$ cat src/rtl/fifomult_if.sv
// Operand/result bus for the fifomult pair multiplier.
//   master : operand source and result consumer (drives data_in*, data_out_ready)
//   slave  : the multiplier (drives busy, result, status and level)
// DATA_W : operand width; DEPTH : FIFO depth, sizes fifo_level.
interface fifomult_if #(
    parameter int DATA_W = 16,
    parameter int DEPTH  = 8
);
    localparam int LVL_W = $clog2(DEPTH + 1);

    logic [DATA_W-1:0]   data_in;
    logic                data_in_parity;
    logic                data_in_valid;
    logic                busy_out;
    logic [2*DATA_W-1:0] data_out;
    logic                data_out_parity;
    logic                data_out_valid;
    logic                data_out_ready;
    logic                data_out_error;
    logic                overflow;
    logic [LVL_W-1:0]    fifo_level;

    modport master (
        output data_in, data_in_parity, data_in_valid, data_out_ready,
        input  busy_out, data_out, data_out_parity, data_out_valid,
               data_out_error, overflow, fifo_level
    );

    modport slave (
        input  data_in, data_in_parity, data_in_valid, data_out_ready,
        output busy_out, data_out, data_out_parity, data_out_valid,
               data_out_error, overflow, fifo_level
    );
endinterface

$ cat src/rtl/fifomult_param.sv
// fifomult_param: buffers a serial operand stream in a DEPTH-entry FIFO,
// pops words two at a time (A then B) and registers their full-width
// product with a valid/ready output handshake.
// Ports:
//   clk   : rising-edge clock
//   rst_n : asynchronous active-low reset
//   bus   : fifomult_if slave -- operand input with parity, busy, result
//           with parity/error, sticky overflow and FIFO level
module fifomult_param #(
    parameter int DATA_W = 16,
    parameter int DEPTH  = 8,
    parameter bit SIGNED = 1'b1
) (
    input  logic       clk,
    input  logic       rst_n,
    fifomult_if.slave  bus
);
    localparam int LVL_W = $clog2(DEPTH + 1);
    localparam int PTR_W = (DEPTH > 1) ? $clog2(DEPTH) : 1;
    localparam int RES_W = 2 * DATA_W;

    typedef struct packed {
        logic              perr;
        logic [DATA_W-1:0] data;
    } entry_t;

    entry_t             mem_q [DEPTH];
    entry_t             wr_entry;

    logic [PTR_W-1:0]   wr_ptr_q, wr_ptr_d;
    logic [PTR_W-1:0]   rd_ptr_q, rd_ptr_d;
    logic [PTR_W-1:0]   rd_b_ptr;
    logic [LVL_W-1:0]   level_q, level_d;
    logic               busy_q, busy_d;
    logic               ovf_q, ovf_d;
    logic [RES_W-1:0]   dout_q, dout_d;
    logic               par_q, par_d;
    logic               vld_q, vld_d;
    logic               err_q, err_d;

    logic               push, pop;
    entry_t             op_a, op_b;
    logic [RES_W-1:0]   a_ext, b_ext, prod;

    assign push = bus.data_in_valid && !busy_q;
    assign pop  = (level_q >= LVL_W'(2)) && (!vld_q || bus.data_out_ready);

    assign wr_entry.perr = bus.data_in_parity != (^bus.data_in);
    assign wr_entry.data = bus.data_in;

    // The read pointer only ever moves in steps of two from zero, so it is
    // always even and B sits at the same address with the LSB set.
    assign rd_b_ptr = rd_ptr_q | PTR_W'(1);
    assign op_a     = mem_q[rd_ptr_q];
    assign op_b     = mem_q[rd_b_ptr];

    // Extending both operands to the result width makes a plain modular
    // multiply give the exact signed or unsigned product.
    assign a_ext = SIGNED ? {{DATA_W{op_a.data[DATA_W-1]}}, op_a.data}
                          : {{DATA_W{1'b0}}, op_a.data};
    assign b_ext = SIGNED ? {{DATA_W{op_b.data[DATA_W-1]}}, op_b.data}
                          : {{DATA_W{1'b0}}, op_b.data};
    assign prod  = a_ext * b_ext;

    always_comb begin
        wr_ptr_d = wr_ptr_q;
        rd_ptr_d = rd_ptr_q;
        level_d  = level_q;
        dout_d   = dout_q;
        par_d    = par_q;
        vld_d    = vld_q;
        err_d    = err_q;

        if (push)
            wr_ptr_d = (wr_ptr_q == PTR_W'(DEPTH - 1)) ? '0 : wr_ptr_q + 1'b1;
        if (pop)
            rd_ptr_d = (rd_ptr_q == PTR_W'(DEPTH - 2)) ? '0 : rd_ptr_q + PTR_W'(2);

        case ({push, pop})
            2'b10:   level_d = level_q + LVL_W'(1);
            2'b01:   level_d = level_q - LVL_W'(2);
            2'b11:   level_d = level_q - LVL_W'(1);
            default: level_d = level_q;
        endcase

        // Dropped writes latch overflow even when a pop frees space this cycle.
        ovf_d  = ovf_q || (bus.data_in_valid && busy_q);
        busy_d = (level_d == LVL_W'(DEPTH));

        if (pop) begin
            err_d  = op_a.perr || op_b.perr;
            dout_d = err_d ? '0 : prod;
            par_d  = ^dout_d;
            vld_d  = 1'b1;
        end else if (vld_q && bus.data_out_ready) begin
            vld_d  = 1'b0;
        end
    end

    always_ff @(posedge clk or negedge rst_n) begin
        if (!rst_n) begin
            wr_ptr_q <= '0;
            rd_ptr_q <= '0;
            level_q  <= '0;
            busy_q   <= 1'b0;
            ovf_q    <= 1'b0;
            dout_q   <= '0;
            par_q    <= 1'b0;
            vld_q    <= 1'b0;
            err_q    <= 1'b0;
        end else begin
            wr_ptr_q <= wr_ptr_d;
            rd_ptr_q <= rd_ptr_d;
            level_q  <= level_d;
            busy_q   <= busy_d;
            ovf_q    <= ovf_d;
            dout_q   <= dout_d;
            par_q    <= par_d;
            vld_q    <= vld_d;
            err_q    <= err_d;
        end
    end

    // Storage needs no reset: entries are only read once the level says
    // they were written since the last reset.
    always_ff @(posedge clk) begin
        if (push)
            mem_q[wr_ptr_q] <= wr_entry;
    end

    assign bus.busy_out        = busy_q;
    assign bus.overflow        = ovf_q;
    assign bus.fifo_level      = level_q;
    assign bus.data_out        = dout_q;
    assign bus.data_out_parity = par_q;
    assign bus.data_out_valid  = vld_q;
    assign bus.data_out_error  = err_q;
endmodule

$ cat src/flat_wrapper.sv
// flat-port wrapper written by rule: the top's interface ports become plain ports
module fifomult_param_flat 
#(
    parameter int DATA_W = 16,
    parameter int DEPTH  = 8,
    parameter bit SIGNED = 1'b1
)
  (clk, rst_n, bus_data_in, bus_data_in_parity, bus_data_in_valid, bus_data_out_ready, bus_busy_out, bus_data_out, bus_data_out_parity, bus_data_out_valid, bus_data_out_error, bus_overflow, bus_fifo_level);
  fifomult_if #(.DATA_W(DATA_W), .DEPTH(DEPTH)) bus_i ();
  input  logic clk;
  input  logic rst_n;
  input wire logic [$bits(bus_i.data_in)-1:0] bus_data_in;
  input wire logic [$bits(bus_i.data_in_parity)-1:0] bus_data_in_parity;
  input wire logic [$bits(bus_i.data_in_valid)-1:0] bus_data_in_valid;
  input wire logic [$bits(bus_i.data_out_ready)-1:0] bus_data_out_ready;
  output wire logic [$bits(bus_i.busy_out)-1:0] bus_busy_out;
  output wire logic [$bits(bus_i.data_out)-1:0] bus_data_out;
  output wire logic [$bits(bus_i.data_out_parity)-1:0] bus_data_out_parity;
  output wire logic [$bits(bus_i.data_out_valid)-1:0] bus_data_out_valid;
  output wire logic [$bits(bus_i.data_out_error)-1:0] bus_data_out_error;
  output wire logic [$bits(bus_i.overflow)-1:0] bus_overflow;
  output wire logic [$bits(bus_i.fifo_level)-1:0] bus_fifo_level;
  assign bus_i.data_in = bus_data_in;
  assign bus_i.data_in_parity = bus_data_in_parity;
  assign bus_i.data_in_valid = bus_data_in_valid;
  assign bus_i.data_out_ready = bus_data_out_ready;
  assign bus_busy_out = bus_i.busy_out;
  assign bus_data_out = bus_i.data_out;
  assign bus_data_out_parity = bus_i.data_out_parity;
  assign bus_data_out_valid = bus_i.data_out_valid;
  assign bus_data_out_error = bus_i.data_out_error;
  assign bus_overflow = bus_i.overflow;
  assign bus_fifo_level = bus_i.fifo_level;
  fifomult_param #(.DATA_W(DATA_W), .DEPTH(DEPTH), .SIGNED(SIGNED)) u_core (.clk(clk), .rst_n(rst_n), .bus(bus_i));
endmodule
$ cat config.mk
export PLATFORM = sky130hd
export DESIGN_NAME = fifomult_param_flat
export DESIGN_NICKNAME = d
export VERILOG_FILES = /design/src/rtl/fifomult_if.sv /design/src/rtl/fifomult_param.sv /design/src/flat_wrapper.sv
export SDC_FILE = /design/constraint.sdc
export NUM_CORES = 1
export LEC_CHECK = 0
export BUFFER_PORTS_ARGS = -buffer_cell sky130_fd_sc_hd__clkbuf_2
export CORE_ASPECT_RATIO = 0.75
export CORE_MARGIN = 2
export CORE_UTILIZATION = 50
export CTS_CLUSTER_SIZE = 24
export DETAILED_ROUTE_END_ITERATION = 7
export HOLD_SLACK_MARGIN = 0.02
export PLACE_DENSITY = 0.69
export SLEW_MARGIN = 20
export SYNTH_ARGS = -nofsm -noshare
export SYNTH_HDL_FRONTEND = slang
export SYNTH_SLANG_ARGS = --single-unit
$ cat constraint.sdc
create_clock -name clk -period 8.17 [get_ports clk]
set_input_delay 0.817 -clock clk [delete_from_list [all_inputs] [get_ports clk]]
set_output_delay 0.817 -clock clk [all_outputs]
set_load 0.03 [all_outputs]
==> flow_metrics.tcl <==
set metrics [dict create \
    wl_um 42200 \
    post_drt_wl_per_cell_um 18.6 \
    cts.clk_slew.worst_paths_ns 0.07 \
    ant_nets 0 \
    num_vias 11900 \
    start_kind "register" \
    die_area_um2 36300 \
    cts_buffers 17 \
    first_iter_violations 1059 \
    hold_buffers 0 \
    syn_nets 2000 \
    netlist_instances 1628 \
    crit_fanout 8 \
    path_class "reg -> reg" \
    synth_edf_count 136 \
    cp_slowest_cell "fa_2" \
    cap_violations 0 \
    clk_path_buf_depth 2 \
    timing.slew.headroom 0.444 \
    hold_viol 0 \
    syn2layout_area_growth_pct 15.9 \
    vias_per_cell 5.24 \
    mostFrequentLayoutCells "313 x inv_1, 259 x fa_1, 200 x nand2_1" \
    final.setup_skew_ns 0.0134 \
    drc 0 \
    place.gp.congestion 0.958 \
    hold_class "in -> async" \
    grt_pass1_wl_um 67000 \
    dr.pass1.iters 5 \
    syn_area_um2 17400 \
    synth_top_area_share 0.303 \
    io_pins 62 \
    synth_warnings 0 \
    yosys.area.top_type "fa_1" \
    post-route-period-util 0.970 \
    row_count 59 \
    final_common_cell "inv_1" \
    diodes 0 \
    place_area_um2 19100 \
    ys.flop_type "edfxtp_1" \
    setup_viol 0 \
    avgSynthCellArea_um2 10.7 \
    cp-end-kind "register" \
    synth_seq_cells 182 \
    cts_num_sinks 182 \
    cts_tree "yes" \
    cpPeakStageDelay_ns 0.70 \
    crit_required_ns 8.49 \
    nets 2176 \
    async_flop_share 0.253 \
    track_usage 0.244 \
    fillers 2844 \
    crit_arrival_ns 8.24 \
    clock_latency_ns 0.45 \
    initial_core_util 0.505 \
    synth_cell_type_count 63 \
    grt-ovfl-total 0 \
    tightest_slew_ns 0.829 \
    grt_pass1_vias 12300 \
    status "completed" \
    fmax_ghz 0.126 \
    grt_max_degree 57 \
    antenna_found_initial 0 \
    root_buffer "clkbuf_16" \
    die_h_um 166 \
    fin_crit_ns 7.92 \
    synth_area_leaders "fa_1 30%, edfxtp_1 23%, inv_1 6.8%" \
    path_common_cell "fa_1" \
    drv_slew 0 \
    die_w_um 219 \
    h-tree-depth 4 \
    drive_gt1_frac 0.187 \
    ys_seq_area_frac 0.301 \
    stdcell_area_um2 20200 \
    io_buffers 61 \
    coreArea_um2 34500 \
    hpwl_um 34000 \
]
cells in the mapped netlist, drive strengths merged, types with 2 or more instances:
cell      n
o21ai    60
nor3      9
ha       88
xnor2    53
o21bai    3
a211o     2
nand4     3
and2     19
o311ai    2
o41ai     3
dfrtp    46
a21o     12
xnor3     6
a221o     2
inv     314
a21oi    26
a211oi    9
nor2    143
mux2i    32
a22o     17
edfxtp  136
o21a     20
nand3     6
fa      263
xor2     17
nand2   202
and3      3
o22ai     2
clkbuf   43
nor4b     2
buf      11
mux2     27
or3       3
o31ai     6
mux4      7
nand2b    5
nor2b     8
o211ai    4
state kept, by name, summed over array words and instances, names as in the netlist:
name / flops
u_core.mem_q: 136
u_core.bus.busy_out: 1
u_core.rd_ptr_q: 2
u_core.wr_ptr_q: 3
u_core.bus.data_out_valid: 1
u_core.bus.fifo_level: 4
u_core.bus.data_out: 32
u_core.bus.data_out_error: 1
u_core.bus.data_out_parity: 1
u_core.bus.overflow: 1
stage by stage:
stage                     TNS, ns  hold slack (ns)  std cells  setup slack (ns)  utilization
after detailed placement   -0.135            0.443       2222            -0.135        0.554
after global routing      -0.0793            0.506       2274           -0.0793        0.585
after CTS                       0            0.461       2255           0.00254        0.572
final                           0            0.465       2274             0.248        0.585
after global placement          0            0.438       2222            0.0142        0.554
after floorplan                 0            0.521       1628           0.00110            -
timing repair:
action | CTS | global route
resized for setup | 3 | 61
setup endpoints to repair | 1 | 1
pin swaps | 0 | 23
setup buffers | 1 | 19
final timing paths:
kind	cells after the start	slack, ns	from	to
setup / recovery	29	0.25	u_core.rd_ptr_q[1]	u_core.bus.data_out_parity
hold / removal	2	0.46	rst_n	u_core.bus.data_out[7]
setup reg to reg	29	0.25	u_core.rd_ptr_q[1]	u_core.bus.data_out_parity
hold reg to reg	1	0.47	u_core.bus.overflow	u_core.bus.overflow
max in group asynchronous	2	7.25	rst_n	u_core.rd_ptr_q[2]
min in group clk	1	0.47	u_core.bus.overflow	u_core.bus.overflow
critical path, delay by kind of cell (launching register included):
| kind | cells | cell delay, ns |
|---|---|---|
| AOI/OAI and AO/OA | 5 | 0.88 |
| xor gates and xnor gates | 4 | 1.13 |
| adders and majority gates | 7 | 3.50 |
| buffers and inverters | 6 | 0.61 |
| DFF | 1 | 0.49 |
| muxes | 2 | 0.57 |
| and+or+nand+nor | 5 | 0.61 |
kinds of logic after synthesis:
kind of cell / after synthesis / share of synthesized area
AOI/OAI and AO/OA: 178 / 0.0685
xor gates and xnor gates: 76 / 0.0434
adders and majority gates: 351 / 0.366
buffers and inverters: 368 / 0.0801
DFF: 182 / 0.301
muxes: 66 / 0.0449
and+or+nand+nor: 407 / 0.0964
per-layer routing:
layer,part of all wire,vias to the layer above,track usage
met4,0.012,0,0.0491
li1,-,5512,-
met5,0,-,0
met3,0.087,41,0.0614
met1,0.47,5948,0.366
met2,0.43,415,0.363
area by class of cell:
cell class,count,area [um2],share of cell area
clock inverters,15,175,0.00869
clock buffers,17,425,0.0211
repair buffers,211,1510,0.0750
well taps,457,572,0.0284
multi-input cells,1078,11100,0.548
flip-flops and latches,182,5240,0.260
inverters,314,1180,0.0585
Power is left out: the tool's default activity adds up to more than one toggle a clock period on the data nets, which glitch-free logic cannot reach.
